`src/rtl/barrel_ctrl_if.sv`:
```
// Stream and rotator-operand bundle for barrel_ctrl: command input, external
// rotator hookup, result output and FIFO occupancy.
interface barrel_ctrl_if;
  logic       in_valid;
  logic       in_ready;
  logic [7:0] in_data;
  logic [3:0] in_amt;
  logic       in_dir;

  logic [7:0] br_data;
  logic [2:0] br_ctr;
  logic       br_dir;
  logic [7:0] br_out;

  logic       out_valid;
  logic       out_ready;
  logic [7:0] out_data;
  logic       out_wrap;

  logic [4:0] level;

  modport slave (
    input  in_valid, in_data, in_amt, in_dir, br_out, out_ready,
    output in_ready, br_data, br_ctr, br_dir, out_valid, out_data, out_wrap, level
  );

  modport master (
    output in_valid, in_data, in_amt, in_dir, br_out, out_ready,
    input  in_ready, br_data, br_ctr, br_dir, out_valid, out_data, out_wrap, level
  );
endinterface

```
`src/rtl/barrel_ctrl.sv`:
```
// Command FIFO feeding an external combinational rotator, with a single
// registered result stage using a valid/ready handshake on both sides.
module barrel_ctrl #(
  parameter int DEPTH = 4
) (
  input  logic          clk,
  input  logic          rst_n,
  barrel_ctrl_if.slave  bus
);

  localparam int         PTR_W      = $clog2(DEPTH);
  localparam logic [4:0] FULL_LEVEL = 5'(DEPTH);

  typedef struct packed {
    logic [7:0] data;
    logic [2:0] ctr;
    logic       dir;
    logic       wrap;
  } cmd_t;

  cmd_t             mem_q [DEPTH];
  cmd_t             head;
  logic [PTR_W-1:0] wr_ptr_q, wr_ptr_d;
  logic [PTR_W-1:0] rd_ptr_q, rd_ptr_d;
  logic [4:0]       level_q, level_d;
  logic             out_valid_q, out_valid_d;
  logic [7:0]       out_data_q, out_data_d;
  logic             out_wrap_q, out_wrap_d;
  logic             empty, push, pop, stage_free;

  assign head       = mem_q[rd_ptr_q];
  assign empty      = (level_q == 5'd0);
  assign stage_free = !out_valid_q || bus.out_ready;
  assign push       = bus.in_valid && bus.in_ready;
  assign pop        = stage_free && !empty;

  assign bus.in_ready  = (level_q != FULL_LEVEL);
  assign bus.br_data   = empty ? 8'h00 : head.data;
  assign bus.br_ctr    = empty ? 3'd0  : head.ctr;
  assign bus.br_dir    = empty ? 1'b0  : head.dir;
  assign bus.out_valid = out_valid_q;
  assign bus.out_data  = out_data_q;
  assign bus.out_wrap  = out_wrap_q;
  assign bus.level     = level_q;

  always_comb begin
    // NOTE: every always_comb output gets a default first so no path can infer a latch.
    wr_ptr_d    = wr_ptr_q;
    rd_ptr_d    = rd_ptr_q;
    level_d     = level_q;
    out_valid_d = out_valid_q;
    out_data_d  = out_data_q;
    out_wrap_d  = out_wrap_q;

    if (push) wr_ptr_d = wr_ptr_q + PTR_W'(1);
    if (pop)  rd_ptr_d = rd_ptr_q + PTR_W'(1);

    unique case ({push, pop})
      2'b10:   level_d = level_q + 5'd1;
      2'b01:   level_d = level_q - 5'd1;
      default: level_d = level_q;
    endcase

    if (stage_free) begin
      out_valid_d = !empty;
      if (!empty) begin
        out_data_d = bus.br_out;
        out_wrap_d = head.wrap;
      end
    end
  end

  // NOTE: state registers use non-blocking assignments so all flops update together at the edge.
  always_ff @(posedge clk) begin
    if (!rst_n) begin
      wr_ptr_q    <= '0;
      rd_ptr_q    <= '0;
      level_q     <= '0;
      out_valid_q <= 1'b0;
      out_data_q  <= 8'h00;
      out_wrap_q  <= 1'b0;
    end else begin
      wr_ptr_q    <= wr_ptr_d;
      rd_ptr_q    <= rd_ptr_d;
      level_q     <= level_d;
      out_valid_q <= out_valid_d;
      out_data_q  <= out_data_d;
      out_wrap_q  <= out_wrap_d;
    end
  end

  // NOTE: storage has no reset; level and pointers alone decide which entries are live.
  always_ff @(posedge clk) begin
    if (rst_n && push) begin
      mem_q[wr_ptr_q] <= '{data: bus.in_data, ctr: bus.in_amt[2:0],
                           dir: bus.in_dir, wrap: bus.in_amt[3]};
    end
  end

endmodule

```
`src/flat_wrapper.sv`:
```
// flat-port wrapper written by rule: the top's interface ports become plain ports
module barrel_ctrl_flat 
#(
  parameter int DEPTH = 4
)
  (clk, rst_n, bus_in_valid, bus_in_data, bus_in_amt, bus_in_dir, bus_br_out, bus_out_ready, bus_in_ready, bus_br_data, bus_br_ctr, bus_br_dir, bus_out_valid, bus_out_data, bus_out_wrap, bus_level);
  barrel_ctrl_if bus_i ();
  input  logic clk;
  input  logic rst_n;
  input wire logic [$bits(bus_i.in_valid)-1:0] bus_in_valid;
  input wire logic [$bits(bus_i.in_data)-1:0] bus_in_data;
  input wire logic [$bits(bus_i.in_amt)-1:0] bus_in_amt;
  input wire logic [$bits(bus_i.in_dir)-1:0] bus_in_dir;
  input wire logic [$bits(bus_i.br_out)-1:0] bus_br_out;
  input wire logic [$bits(bus_i.out_ready)-1:0] bus_out_ready;
  output wire logic [$bits(bus_i.in_ready)-1:0] bus_in_ready;
  output wire logic [$bits(bus_i.br_data)-1:0] bus_br_data;
  output wire logic [$bits(bus_i.br_ctr)-1:0] bus_br_ctr;
  output wire logic [$bits(bus_i.br_dir)-1:0] bus_br_dir;
  output wire logic [$bits(bus_i.out_valid)-1:0] bus_out_valid;
  output wire logic [$bits(bus_i.out_data)-1:0] bus_out_data;
  output wire logic [$bits(bus_i.out_wrap)-1:0] bus_out_wrap;
  output wire logic [$bits(bus_i.level)-1:0] bus_level;
  assign bus_i.in_valid = bus_in_valid;
  assign bus_i.in_data = bus_in_data;
  assign bus_i.in_amt = bus_in_amt;
  assign bus_i.in_dir = bus_in_dir;
  assign bus_i.br_out = bus_br_out;
  assign bus_i.out_ready = bus_out_ready;
  assign bus_in_ready = bus_i.in_ready;
  assign bus_br_data = bus_i.br_data;
  assign bus_br_ctr = bus_i.br_ctr;
  assign bus_br_dir = bus_i.br_dir;
  assign bus_out_valid = bus_i.out_valid;
  assign bus_out_data = bus_i.out_data;
  assign bus_out_wrap = bus_i.out_wrap;
  assign bus_level = bus_i.level;
  barrel_ctrl #(.DEPTH(DEPTH)) u_core (.clk(clk), .rst_n(rst_n), .bus(bus_i));
endmodule
```
`config.mk`:
```
export PLATFORM = sky130hd
export DESIGN_NAME = barrel_ctrl_flat
export DESIGN_NICKNAME = d
export VERILOG_FILES = /design/src/rtl/barrel_ctrl_if.sv /design/src/rtl/barrel_ctrl.sv /design/src/flat_wrapper.sv
export SDC_FILE = /design/constraint.sdc
export NUM_CORES = 1
export LEC_CHECK = 0
export CORE_AREA = 3 3 74 93
export CTS_BUF_LIST = sky130_fd_sc_hd__clkbuf_4 sky130_fd_sc_hd__clkbuf_8
export DETAILED_ROUTE_END_ITERATION = 10
export DIE_AREA = 0 0 77 96
export PLACE_DENSITY = 0.74
export SYNTH_ARGS = -nofsm -noshare
export SYNTH_HDL_FRONTEND = slang
export SYNTH_SLANG_ARGS = --single-unit
```
`constraint.sdc`:
```
create_clock -name clk -period 4.7 [get_ports clk]
set_input_delay 1.175 -clock clk [delete_from_list [all_inputs] [get_ports clk]]
set_output_delay 1.175 -clock clk [all_outputs]
set_load 0.01 [all_outputs]
```
# Word level (Yosys, flattened, before mapping)
# Memory sizes are Yosys's and may differ from the RTL's. A register that Yosys moved wholly into a read port is not among the register bits.
# Cells that the tools add are included.
[op_classes]
add_sub_neg = 4
n_mul = 0
div = 0
n_lt_le_gt_ge = 0
eq_ne = 3
shifts = 0
mux = 8
bitwise_logic = 1
reduce_logical = 9
[op_table]
columns = ["cell", "count"]
rows = [
  ["$pmux 5 s2", 1],
  ["$mux 8", 1],
  ["$add 5x1->5 const B", 1],
  ["$logic_not 5->1", 1],
  ["$ne 5x3->1 const B", 1],
  ["$sub 5x1->5 const B", 1],
  ["$add 2x1->2 const B", 2],
  ["$mux 2", 2],
  ["$logic_and 1x1->1", 3],
  ["$mux 1", 3],
  ["$mux 3", 1],
  ["$eq 2x1->1 const B", 1],
  ["$eq 2x2->1 const B", 1],
  ["$logic_not 1->1", 2],
  ["$reduce_and 2->1", 1],
  ["$reduce_bool 2->1", 1],
  ["$logic_or 1x1->1", 1],
  ["$not 1->1", 1],
]
[totals]
reg_bits = 19
latch_bits = 0
ramBits = 52
mem_bits_ro = 0
inputBits = 25
out_inout_bits = 28
wordCells = 32
mem_count = 1
[memory_table]
columns = ["memory", "depth", "word_bits", "rd", "rd_ports_with_merged_regs", "wr", "line_no", "source"]
rows = [
  ["u_core.mem_q", 4, 13, 1, 1, 1, "barrel_ctrl.sv:21", "cmd_t mem_q [DEPTH];"],
]

# Longest topological paths before layout
[depth]
word_depth = 5
ltp_mapped = 13
mapped_depth_nobuf = 10

# Worst setup path before layout
# No wires, ideal clock.
[synth_path]
path_type = "input port to flip-flop"
start = "input port bus_out_ready"
end = "register u_core.level_q[4], in the netlist u_core.bus.level[4]"
setup_ns = 0.072
arrival_time_ns = 3.392
t_required_ns = 4.628
path_slack_ns = 1.236
cell_stages = 12
path_buffers = 2
cell_sequence = "nand2b_1 > o21ai_2 > inv_2 > clkbuf_8 > ha_1 > clkbuf_1 > xor2_1 > ha_1 > a31o_2 > a311oi_1 > mux2i_1 > mux2i_1"
[synth_between]
elab_chain_len = 4
word_cells_on_any_way = 6
classes_between = "eq/ne (2); mux (1); reduce/logical (3)"
[synth_lines]
columns = ["element", "line_no", "source"]
rows = [
  ["from (decl)", "flat_wrapper.sv:15", "input wire logic [$bits(bus_i.out_ready)-1:0] bus_out_ready;"],
  ["$logic_or 1x1->1 *", "barrel_ctrl.sv:33", "assign stage_free = !out_valid_q || bus.out_ready;"],
  ["$logic_and 1x1->1 *", "barrel_ctrl.sv:35", "assign pop = stage_free && !empty;"],
  ["$eq 2x1->1 or $eq 2x2->1 (tied branches)", "barrel_ctrl.sv:58", "unique case ({push, pop})"],
  ["$pmux 5 s2 or $reduce_bool 2->1 (tied branches)", "--", ""],
  ["to (signal assigned)", "barrel_ctrl.sv:85", "level_q <= level_d;"],
  ["to (decl)", "barrel_ctrl.sv:25", "logic [4:0] level_q, level_d;"],
]
# Mark *: on every way between the ends. The rest lies on a longest branch, timed or not.
# A chain may end at the register's enable or synchronous reset.

# Final worst setup path
# Ends and elaborated chain as after synthesis.

==> flow_summary.toml <==
[critical_path]
cp_data_required_time_ns = 4.98
timing.rr.start = "u_core.bus.level[0]$_SDFFE_PN0P_"
rrSetupSlack_ns = 1.40
crit_path_end_kind = "flop"
cp_data_arrival_time_ns = 3.91
cp_max_fo = 12
worstSetupPathType = "in2reg"
r2r_cells = 10
worst_r2r_endpoint = "u_core.bus.level[4]$_SDFFE_PN0P_"
startpoint_type = "input pin"

[sta]
tightest_slew_ns = 0.6957
rsz0062_at_grt = "no"
drv_slew = 0
setup_viol = 0
period_share_pct = 77.19
finalSetupTns_ns = 0
max-slew-margin-rel_pct = 53.62
finalHoldViolCount = 0
fin_ws_ns = 1.072
max_freq_mhz = 275.6
fin_skew_ns = 0.01206
fin_crit_ns = 3.628

[power_and_ir_drop]
p_leak_nw = 1.337
powerDensity_nw_per_um2 = 565.1
ir_drop_uv = 364.3

[floorplanning]
die_area_um2 = 7392
dieHeight_um = 96
dieWidth_um = 77
num_rows = 32
coreArea_um2 = 6126
initial_core_util_pct = 48.73
ios = 53

[clock_network]
hold_buffers = 0
post-cts-setup-buffers = 0
cts_made_buffers = 9
cts-resized-gates = 0
clockRootBuffer = "clkbuf_8"
clk_latency_ns = 0.34
cts.clk_slew.worst_paths_ns = 0.08
clockBufferDepth = 2
cts_tree = "yes"
cts-htree-levels = 3
cts.sinks = 73

[finish]
post-route-cell-area_um2 = 3776
num-nets-final = 290
antennaDiodeCount = 0
most-common-layout-cells = "clkdlybuf4s50_1, edfxtp_1, nand2_1"
area_growth_pct = 26.49
register_area_um2 = 1982
multi_input_area_um2 = 919.6
fillers = 483
drive_gt1_share_pct = 14.45

[drt]
ant_nets = 0
drtPass1Iterations = 4
vias_per_cell = 4.986
num_vias = 1735
routed_wl_um = 5279
routedWlPerCell_um = 15.17
drt_iter0_drc = 103
drc = 0

[synthesis]
synth.area.mux_share_pct = 10.81
ys_ff_latch = 73
syn_avg_cell_area_um2 = 14.78
synth_compound_area_share_pct = 4.484
mappedNetlistNets = 234
yosysWarnings = 0
ys.flop_type = "edfxtp_1"
async_flop_share_pct = 0
yosysSeqAreaShare_pct = 66.39
synth.cell_area_um2 = 2985
netlist_instances = 202
yosys.area_share.simple_pct = 10.52
synth_top_family_by_area = "multiplexers"
synth_xor_area_share_pct = 2.054
yosys.cell_types.count = 36
synth_fa_ha_area_share_pct = 2.934
synth_edf_count = 52

[grt]
overflow = 0
grt_antenna_before_repair = 0
grt_pass1_vias = 1829
grt_max_degree = 19
grt_pass1_wl_um = 8921
track_usage_pct = 16.02

[placed_design]
hpwl_um = 3530
place_area_um2 = 3573
dp_slack_ns = 0.7158
io_buffers = 52
place_congestion = 0.7783

[hold_path]
hold_end = "u_core.bus.out_data[3]$_SDFFE_PN0N_"
worst_hold_path_type = "reg2reg"
whs_path_depth = 2
worstHoldStart = "u_core.bus.out_data[3]$_SDFFE_PN0N_"

[job]
cap_violations = 0

[run_status]
status = "completed"
## flip-flops by register name (all words and copies together), names as in the netlist, named ones only
register and flops:
u_core.bus.level 5, u_core.bus.out_data 8, u_core.bus.out_valid 1, u_core.bus.out_wrap 1
u_core.mem_q 52, u_core.rd_ptr_q 2, u_core.wr_ptr_q 2
## worst max-delay path by stage
stage	end	slack [ns]	startpoint
2_1_floorplan	u_core.bus.level[4]$_SDFFE_PN0P_	1.24	bus_out_ready
3_3_place_gp	u_core.bus.level[4]$_SDFFE_PN0P_	0.77	bus_out_ready
3_5_place_dp	u_core.bus.level[4]$_SDFFE_PN0P_	0.72	bus_out_ready
4_1_cts	u_core.bus.level[4]$_SDFFE_PN0P_	1.08	bus_out_ready
5_1_grt	u_core.bus.level[4]$_SDFFE_PN0P_	0.85	bus_out_ready
6_report	u_core.bus.level[4]$_SDFFE_PN0P_	1.07	bus_out_ready
## worst max-delay path: stages
cell             delay [ns]
clkdlybuf4s50_1        0.42
nand2b_1               0.20
o21ai_2                0.19
inv_2                  0.20
ha_1                   0.36
xor2_1                 0.18
ha_1                   0.19
a31o_2                 0.23
a311oi_1               0.31
mux2i_1                0.26
mux2i_1                0.19
## power by group
part | total [mW] | internal, mW | switching [mW]
sequential | 0.851 | 0.780 | 0.0707
combinational | 0.793 | 0.437 | 0.356
clock | 0.489 | 0.249 | 0.240
## metrics by stage
step | utilization [%] | hold slack, ns | cells | power (mW)
2_1_floorplan | - | 0.4805 | 202 | 1.344
3_3_place_gp | 58.33 | 0.4406 | 332 | 1.662
3_5_place_dp | 58.33 | 0.4463 | 332 | 1.672
4_1_cts | 61.64 | 0.4576 | 348 | 2.166
5_1_grt | 61.64 | 0.4722 | 348 | 2.273
6_report | 61.64 | 0.4565 | 348 | 2.134
## layout make-up
type	instances	share of cell area [%]
Inverter	6	0.5964
Sequential cell	73	52.49
Timing Repair Buffer	55	14.38
Multi-Input combinational cell	113	24.35
Tap cell	85	2.816
Clock inverter	7	2.087
Clock buffer	9	3.280
## cell families (layout without fill, tap and decap cells)
family | after synthesis | count (layout)
flops | 73 | 73
simple gates | 61 | 61
compound gates | 22 | 22
mux | 16 | 16
buf+inv | 16 | 77
fa+ha+maj | 7 | 7
xor+xnor | 7 | 7
## layer usage
metal  wire [um]  vias up  GRT usage (%)
li1            -      850              -
met1        2394      827          20.45
met2        2525       53          25.73
met3         303        5          4.026
met4          55        0          8.012
met5           0        -              0
## synth_stat cells (2+ instances only)
cell type / number / share of area, %
a21oi_1: 14 / 2.3
and2b_1: 5 / 1.3
and3_1: 4 / 0.84
clkbuf_1: 6 / 0.75
dfxtp_1: 21 / 14
edfxtp_1: 52 / 52
ha_1: 7 / 2.9
inv_1: 4 / 0.50
mux2i_1: 3 / 1.0
mux4_2: 13 / 9.8
nand2_1: 22 / 2.8
nand2b_1: 2 / 0.42
nand3_1: 2 / 0.34
nor2_1: 11 / 1.4
nor2b_1: 9 / 1.9
o21ai_0: 2 / 0.34
xnor2_1: 3 / 0.88
xor2_1: 4 / 1.2
Power figures use the tool's default switching activity.
